[src/rtl/ring_mem_requester.sv]
// Station-side memory-ring initiator: queues core line requests, injects Address/WriteData
// slots while holding the token, and assembles four-word read returns into one line.
module ring_mem_requester #(
    parameter logic [3:0]  STATION_ID    = 4'd1,
    parameter int unsigned QDEPTH        = 4,
    parameter int unsigned MAX_PER_TOKEN = 2,
    parameter int unsigned RD_TIMEOUT    = 1023
) (
    input  logic         clock,
    input  logic         reset,
    input  logic [31:0]  RingIn,
    input  logic [3:0]   SlotTypeIn,
    input  logic [3:0]   SourceIn,
    output logic [31:0]  RingOut,
    output logic [3:0]   SlotTypeOut,
    output logic [3:0]   SourceOut,
    input  logic [31:0]  RDreturn,
    input  logic [3:0]   RDdest,
    input  logic         reqValid,
    output logic         reqReady,
    input  logic         reqWrite,
    input  logic [25:0]  reqAddr,
    input  logic [127:0] reqWdata,
    output logic         rdValid,
    output logic [127:0] rdData,
    output logic         rdBusy,
    output logic         rdTimeout,
    output logic         protoErr
);

    localparam int unsigned AW = $clog2(QDEPTH);
    localparam int unsigned CW = AW + 1;
    localparam int unsigned IW = $clog2(MAX_PER_TOKEN + 1);
    localparam int unsigned TW = $clog2(RD_TIMEOUT + 1);

    localparam logic [3:0] SLOT_TOKEN = 4'd1;
    localparam logic [3:0] SLOT_ADDR  = 4'd2;
    localparam logic [3:0] SLOT_WDATA = 4'd3;
    localparam logic [3:0] SLOT_NULL  = 4'd7;

    typedef struct packed {
        logic         write;
        logic [25:0]  addr;
        logic [127:0] wdata;
    } req_t;

    // The NEXT decision is folded into the last ADDR/WDATA cycle so the following slot leaves without a bubble.
    typedef enum logic [1:0] {S_IDLE, S_ADDR, S_WDATA} state_t;

    req_t              mem_q [QDEPTH];
    logic [AW-1:0]     wr_ptr_q, wr_ptr_d, rd_ptr_q, rd_ptr_d;
    logic [CW-1:0]     count_q, count_d;
    state_t            state_q, state_d;
    logic [1:0]        wcnt_q, wcnt_d;
    logic [IW-1:0]     issued_q, issued_d;
    logic [2:0][31:0]  wbuf_q, wbuf_d;
    logic [31:0]       ring_out_q, ring_out_d;
    logic [3:0]        slot_out_q, slot_out_d;
    logic [3:0]        src_out_q, src_out_d;
    logic              req_ready_q, req_ready_d;
    logic              rd_valid_q, rd_valid_d;
    logic [127:0]      rd_data_q, rd_data_d;
    logic              rd_busy_q, rd_busy_d;
    logic              rd_timeout_q, rd_timeout_d;
    logic              proto_err_q, proto_err_d;
    logic [1:0]        rcnt_q, rcnt_d;
    logic [2:0][31:0]  rbuf_q, rbuf_d;
    logic [TW-1:0]     tmo_q, tmo_d;

    req_t              head;
    logic              nxt_write;
    logic [25:0]       nxt_addr;
    logic              head_ok, nxt_ok;
    logic              cand_write, cand_ok;
    logic [25:0]       cand_addr;
    logic              push, pop, take_next, emit_addr, emit_token;

    assign head      = mem_q[rd_ptr_q];
    assign nxt_write = mem_q[rd_ptr_q + AW'(1)].write;
    assign nxt_addr  = mem_q[rd_ptr_q + AW'(1)].addr;

    // A read head is only eligible when no read is outstanding; the entry behind a popped read sees rdBusy set.
    assign head_ok    = (count_q != CW'(0)) && (head.write || !rd_busy_q);
    assign nxt_ok     = (count_q >= CW'(2)) && nxt_write;
    assign cand_write = (state_q == S_ADDR) ? nxt_write : head.write;
    assign cand_addr  = (state_q == S_ADDR) ? nxt_addr  : head.addr;
    assign cand_ok    = (state_q == S_ADDR) ? nxt_ok    : head_ok;

    assign push = reqValid && req_ready_q;
    assign pop  = (state_q == S_ADDR);

    always_comb begin
        state_d      = state_q;
        wcnt_d       = wcnt_q;
        issued_d     = issued_q;
        wbuf_d       = wbuf_q;
        ring_out_d   = RingIn;
        slot_out_d   = SlotTypeIn;
        src_out_d    = SourceIn;
        rd_valid_d   = 1'b0;
        rd_data_d    = rd_data_q;
        rd_busy_d    = rd_busy_q;
        rd_timeout_d = rd_timeout_q;
        proto_err_d  = proto_err_q;
        rcnt_d       = rcnt_q;
        rbuf_d       = rbuf_q;
        tmo_d        = tmo_q;
        wr_ptr_d     = wr_ptr_q;
        rd_ptr_d     = rd_ptr_q;
        take_next    = 1'b0;
        emit_addr    = 1'b0;
        emit_token   = 1'b0;

        case (state_q)
            S_IDLE: begin
                if (SlotTypeIn == SLOT_TOKEN && head_ok) begin
                    emit_addr = 1'b1;
                    issued_d  = IW'(1);
                end
            end
            S_ADDR: begin
                if (head.write) begin
                    ring_out_d = head.wdata[31:0];
                    slot_out_d = SLOT_WDATA;
                    src_out_d  = STATION_ID;
                    wbuf_d     = head.wdata[127:32];
                    wcnt_d     = 2'd0;
                    state_d    = S_WDATA;
                end else begin
                    rd_busy_d = 1'b1;
                    take_next = 1'b1;
                end
            end
            S_WDATA: begin
                if (wcnt_q != 2'd3) begin
                    case (wcnt_q)
                        2'd0:    ring_out_d = wbuf_q[0];
                        2'd1:    ring_out_d = wbuf_q[1];
                        default: ring_out_d = wbuf_q[2];
                    endcase
                    slot_out_d = SLOT_WDATA;
                    src_out_d  = STATION_ID;
                    wcnt_d     = wcnt_q + 2'd1;
                end else begin
                    take_next = 1'b1;
                end
            end
            default: state_d = S_IDLE;
        endcase

        if (take_next) begin
            if (cand_ok && (issued_q < IW'(MAX_PER_TOKEN))) begin
                emit_addr = 1'b1;
                issued_d  = issued_q + IW'(1);
            end else begin
                emit_token = 1'b1;
            end
        end

        if (emit_addr) begin
            ring_out_d = {3'b000, !cand_write, 2'b00, cand_addr};
            slot_out_d = SLOT_ADDR;
            src_out_d  = STATION_ID;
            state_d    = S_ADDR;
        end
        if (emit_token) begin
            ring_out_d = 32'd0;
            slot_out_d = SLOT_TOKEN;
            src_out_d  = 4'd0;
            state_d    = S_IDLE;
        end

        // Any live slot arriving while the token is held gets overwritten.
        if (state_q != S_IDLE && SlotTypeIn != SLOT_NULL) begin
            proto_err_d = 1'b1;
        end

        if (RDdest == STATION_ID) begin
            if (rd_busy_q) begin
                if (rcnt_q == 2'd3) begin
                    rd_data_d  = {RDreturn, rbuf_q[2], rbuf_q[1], rbuf_q[0]};
                    rd_valid_d = 1'b1;
                    rd_busy_d  = 1'b0;
                    rcnt_d     = 2'd0;
                end else begin
                    case (rcnt_q)
                        2'd0:    rbuf_d[0] = RDreturn;
                        2'd1:    rbuf_d[1] = RDreturn;
                        default: rbuf_d[2] = RDreturn;
                    endcase
                    rcnt_d = rcnt_q + 2'd1;
                end
            end else begin
                proto_err_d = 1'b1;
            end
        end

        // Timeout counter saturates at the limit; completion or idle clears it.
        if (!rd_busy_q || !rd_busy_d) begin
            tmo_d = '0;
        end else if (tmo_q != TW'(RD_TIMEOUT)) begin
            tmo_d = tmo_q + TW'(1);
            if (tmo_d == TW'(RD_TIMEOUT)) begin
                rd_timeout_d = 1'b1;
            end
        end

        if (push) wr_ptr_d = wr_ptr_q + AW'(1);
        if (pop)  rd_ptr_d = rd_ptr_q + AW'(1);
        count_d     = count_q + CW'(push) - CW'(pop);
        req_ready_d = (count_d != CW'(QDEPTH));
    end

    // Request storage; validity is tracked solely by the pointers.
    always_ff @(posedge clock) begin
        if (push) begin
            mem_q[wr_ptr_q] <= '{write: reqWrite, addr: reqAddr, wdata: reqWdata};
        end
    end

    always_ff @(posedge clock) begin
        if (!reset) begin
            state_q      <= S_IDLE;
            wcnt_q       <= 2'd0;
            issued_q     <= '0;
            wbuf_q       <= '0;
            ring_out_q   <= 32'd0;
            slot_out_q   <= SLOT_NULL;
            src_out_q    <= 4'd0;
            req_ready_q  <= 1'b0;
            rd_valid_q   <= 1'b0;
            rd_data_q    <= '0;
            rd_busy_q    <= 1'b0;
            rd_timeout_q <= 1'b0;
            proto_err_q  <= 1'b0;
            rcnt_q       <= 2'd0;
            rbuf_q       <= '0;
            tmo_q        <= '0;
            wr_ptr_q     <= '0;
            rd_ptr_q     <= '0;
            count_q      <= '0;
        end else begin
            state_q      <= state_d;
            wcnt_q       <= wcnt_d;
            issued_q     <= issued_d;
            wbuf_q       <= wbuf_d;
            ring_out_q   <= ring_out_d;
            slot_out_q   <= slot_out_d;
            src_out_q    <= src_out_d;
            req_ready_q  <= req_ready_d;
            rd_valid_q   <= rd_valid_d;
            rd_data_q    <= rd_data_d;
            rd_busy_q    <= rd_busy_d;
            rd_timeout_q <= rd_timeout_d;
            proto_err_q  <= proto_err_d;
            rcnt_q       <= rcnt_d;
            rbuf_q       <= rbuf_d;
            tmo_q        <= tmo_d;
            wr_ptr_q     <= wr_ptr_d;
            rd_ptr_q     <= rd_ptr_d;
            count_q      <= count_d;
        end
    end

    assign RingOut     = ring_out_q;
    assign SlotTypeOut = slot_out_q;
    assign SourceOut   = src_out_q;
    assign reqReady    = req_ready_q;
    assign rdValid     = rd_valid_q;
    assign rdData      = rd_data_q;
    assign rdBusy      = rd_busy_q;
    assign rdTimeout   = rd_timeout_q;
    assign protoErr    = proto_err_q;

endmodule
[config.mk]
export PLATFORM = sky130hd
export DESIGN_NAME = ring_mem_requester
export DESIGN_NICKNAME = d
export VERILOG_FILES = /design/src/rtl/ring_mem_requester.sv
export SDC_FILE = /design/constraint.sdc
export NUM_CORES = 1
export LEC_CHECK = 0
export BUFFER_PORTS_ARGS = -buffer_cell sky130_fd_sc_hd__buf_2
export CORE_MARGIN = 2
export CORE_UTILIZATION = 58
export DETAILED_ROUTE_END_ITERATION = 8
export PLACE_DENSITY = 0.79
export SETUP_SLACK_MARGIN = 0.3
export SLEW_MARGIN = 20
export SYNTH_ARGS = -nofsm -noshare
export SYNTH_HDL_FRONTEND = slang
export SYNTH_SLANG_ARGS = --single-unit
[constraint.sdc]
create_clock -name clock -period 6.8 [get_ports clock]
set_input_delay 1.36 -clock clock [delete_from_list [all_inputs] [get_ports clock]]
set_output_delay 1.36 -clock clock [all_outputs]
set_load 0.02 [all_outputs]
==> out/summary.txt <==
Status -> complete, no violations
Crit path cell chain -> mux4_2, and2_4, buf_4, o2bb2ai_1, a22o_1, o211a_1
Slowest cell on crit path -> dfxtp_4
YS warnings -> 0
Final instance area -> 0.04398 mm^2
DR vias -> 23,600
Gr usage total -> 0.2800
Sequential-to-total area share from yosys stat -> 0.6983
Worst path max stage delay -> 0.98 ns
Rel. slew slack -> 0.1795
Die width -> 259.6 um
# hold bufs at CTS -> 0
Initial DRC count -> 2,657
Post-place setup slack -> 2.904 ns
Routed Antenna Nets -> 0
Number of buffers created by CTS -> 99
Initial antenna violation count -> 38
Longest Clk Path Bufs -> 3
Drt pass-1 iters -> 6
Worst path top cell family by delay -> flip-flops
Largest net degree at the start of global routing -> 156
Site row count -> 93
Grt total ovfl -> 0
Number of distinct library cells after synthesis -> 51
R2R setup slack -> 3.11 ns
Placer Congestion -> 0.8419
Post_cts resized -> 0
P&R area growth vs syn -> 16.05%
R2R depth -> 6
Hold Vio Cnt, Final -> 0
Hold Path End -> rdData[66]$_SDFFE_PN0P_
Period utilisation layout -> 0.5427
Seq cells post-synth -> 1,012
Layout Cells excl Fill -> 3,829
Final #Nets -> 3,121
Commonest non-fill, non-tap cells in the layout -> edfxtp_1 (620), nand2_1 (409), buf_2 (406)
Final WS setup -> 3.110 ns
Cell Pwr Density -> 297.7 mW/mm^2
R2R Path End -> RingOut[23]$_SDFF_PP0_
CP Max Fanout -> 71
Max_cap viols -> 0
Setup TNS -> 0 ns
Clock latency at the later pin of the worst-skew pair -> 0.65 ns
Crit path kind -> reg -> reg
Worst clock skew -> 0.03117 ns
WL final -> 95.90 mm
RSZ-0062 raised after global routing -> false
Top_reg_cell synth -> edfxtp_1
Die Area -> 0.06740 mm^2
Placed Area -> 0.04058 mm^2
Fin. max-slew vios -> 0
Period minus WS final -> 3.690 ns
Crit path launch type -> flip-flop
Cell Area, Synth -> 0.03790 mm^2
Vias in the first global route -> 23,240
Core footprint -> 0.06458 mm^2
Post-synth EDFFs -> 620
Crit path DAT -> 4.27 ns
Worst-margin pin slew -> 1.231 ns
CTS tree -> yes
Async set-or-reset flop fraction in the synthesized netlist -> 0
Worst min-delay path class -> reg -> reg
Commonest non-fill, non-tap cell in the layout -> edfxtp_1
DRC violations left -> 0
CP bufs+invs -> 1
Hold_sp -> rbuf_q[66]$_SDFFE_PN0P_
Critical path data required time -> 7.38 ns
Port Buf Inserts -> 406
Initial Util -> 0.5868
Pleak -> 0.01545 uW
Post-CTS Setup Inserts -> 0
Clk slew on worst S/H paths -> 0.07 ns
Worst VDD drop -> 0.2806 mV
Post-DP HPWL -> 60.30 mm
Die Ht -> 259.6 um
Mean post-synth cell area -> 15.07 um^2
Avg Vias per Cell -> 6.163
Clock sinks -> 1,012
Layout cells sized above 1 -> 0.2698
Fmax -> 271.0 MHz
WHS -> 0.4491 ns
Setup crit end kind -> flip-flop
First-pass GRT wire length -> 141.5 mm
Gate Count Post-Synth -> 2,515
Hold path cells -> 1
Post-Syn Nets -> 2,769
DR WL/cell -> 25.05 um
Count of final setup violators -> 0
Io pins -> 407
H-tree depth -> 3
Root buf cell -> clkbuf_16
DP Cell Count -> 3,621
## how the worst max path moves through the flow
stage                                endpoint  cells after the start
floorplan               mem_q[0][0]$_DFFE_PP_                      1
global placement    SlotTypeOut[0]$_SDFF_PP1_                      6
CTS                 SlotTypeOut[0]$_SDFF_PP1_                      6
finish                 RingOut[23]$_SDFF_PP0_                      6
global route           RingOut[23]$_SDFF_PP0_                      6
detailed placement   rdData[100]$_SDFFE_PN0P_                      7
## through the flow
step,power [uW],utilization
global route,13440,0.6807
CTS,13140,0.6799
floorplan,7388,-
finish,13090,0.6810
global placement,7650,0.6283
detailed placement,7688,0.6283
## sequential cells by signal, summed over array words and instances (netlist names), named ones only
name,count
mem_q,620
rdData,128
rbuf_q,96
wbuf_q,96
RingOut,32
tmo_q,10
SlotTypeOut,4
SourceOut,4
count_q,3
issued_q,2
rcnt_q,2
rd_ptr_q,2
state_q,2
wcnt_q,2
wr_ptr_q,2
protoErr,1
rdBusy,1
rdTimeout,1
rdValid,1
reqReady,1
## where the power goes
| part | switching, uW | internal, uW | leakage [uW] |
|---|---|---|---|
| Sequential | 80.8 | 6740 | 0.00880 |
| Clock | 2300 | 3230 | 0.00163 |
| Combinational | 448 | 290 | 0.00502 |
## synthesized netlist by cell type, types with 4 or more instances
cell	count	area (um^2)
a22oi_1	5	37.54
o211a_1	28	280.3
a211oi_1	5	37.54
ha_1	19	237.7
nor3_1	5	25.02
nand4_1	6	37.54
nand3_1	6	30.03
nand2_1	410	1539
inv_1	21	78.83
and2_1	9	56.30
buf_2	32	160.2
o21ai_0	40	200.2
mux2i_1	33	330.3
clkbuf_1	126	473.0
or3_1	6	37.54
a21oi_1	253	1266
mux4_2	177	3986
mux2_2	5	56.30
a22o_1	182	1594
nand3b_1	8	60.06
edfxtp_1	620	18620
dfxtp_1	392	7848
buf_6	6	67.56
nor2_1	24	90.09
o21a_1	7	52.55
nor3b_1	4	30.03
buf_1	16	60.06
xor2_1	7	61.31
o2bb2ai_1	27	236.5
xnor2_1	5	43.79
and3_1	5	31.28
## cells by family (layout without fill, tap and decap cells)
| logic type | after synthesis | in the layout | synth area share |
|---|---|---|---|
| other cells | 0 | 27 | 0 |
| xor+xnor | 12 | 12 | 0.002773 |
| mux | 215 | 215 | 0.1154 |
| flops | 1012 | 1012 | 0.6983 |
| simple gates | 493 | 493 | 0.05349 |
| compound gates | 558 | 558 | 0.1003 |
| buf+inv | 205 | 637 | 0.02288 |
| fa+ha+maj | 20 | 20 | 0.006801 |
## routing by layer
| metal | GRT usage | wire length (um) | vias up |
|---|---|---|---|
| met5 | 0 | 171 | - |
| met4 | 0.1173 | 3950 | 26 |
| met3 | 0.06287 | 7533 | 221 |
| met2 | 0.4794 | 49040 | 1162 |
| met1 | 0.3450 | 35200 | 11880 |
| li1 | - | - | 10310 |
## area by class of cell
cell class / instances / area, um^2
multi-input combinational: 1298 / 10650
antenna: 27 / 67.56
sequential: 1012 / 26480
timing repair buffer: 435 / 2300
inverter: 21 / 83.83
clock inverter: 45 / 466.7
clock buffer: 136 / 2867
tap: 855 / 1070
fill: 4181 / 20600
(Power assumes the default switching activity.)
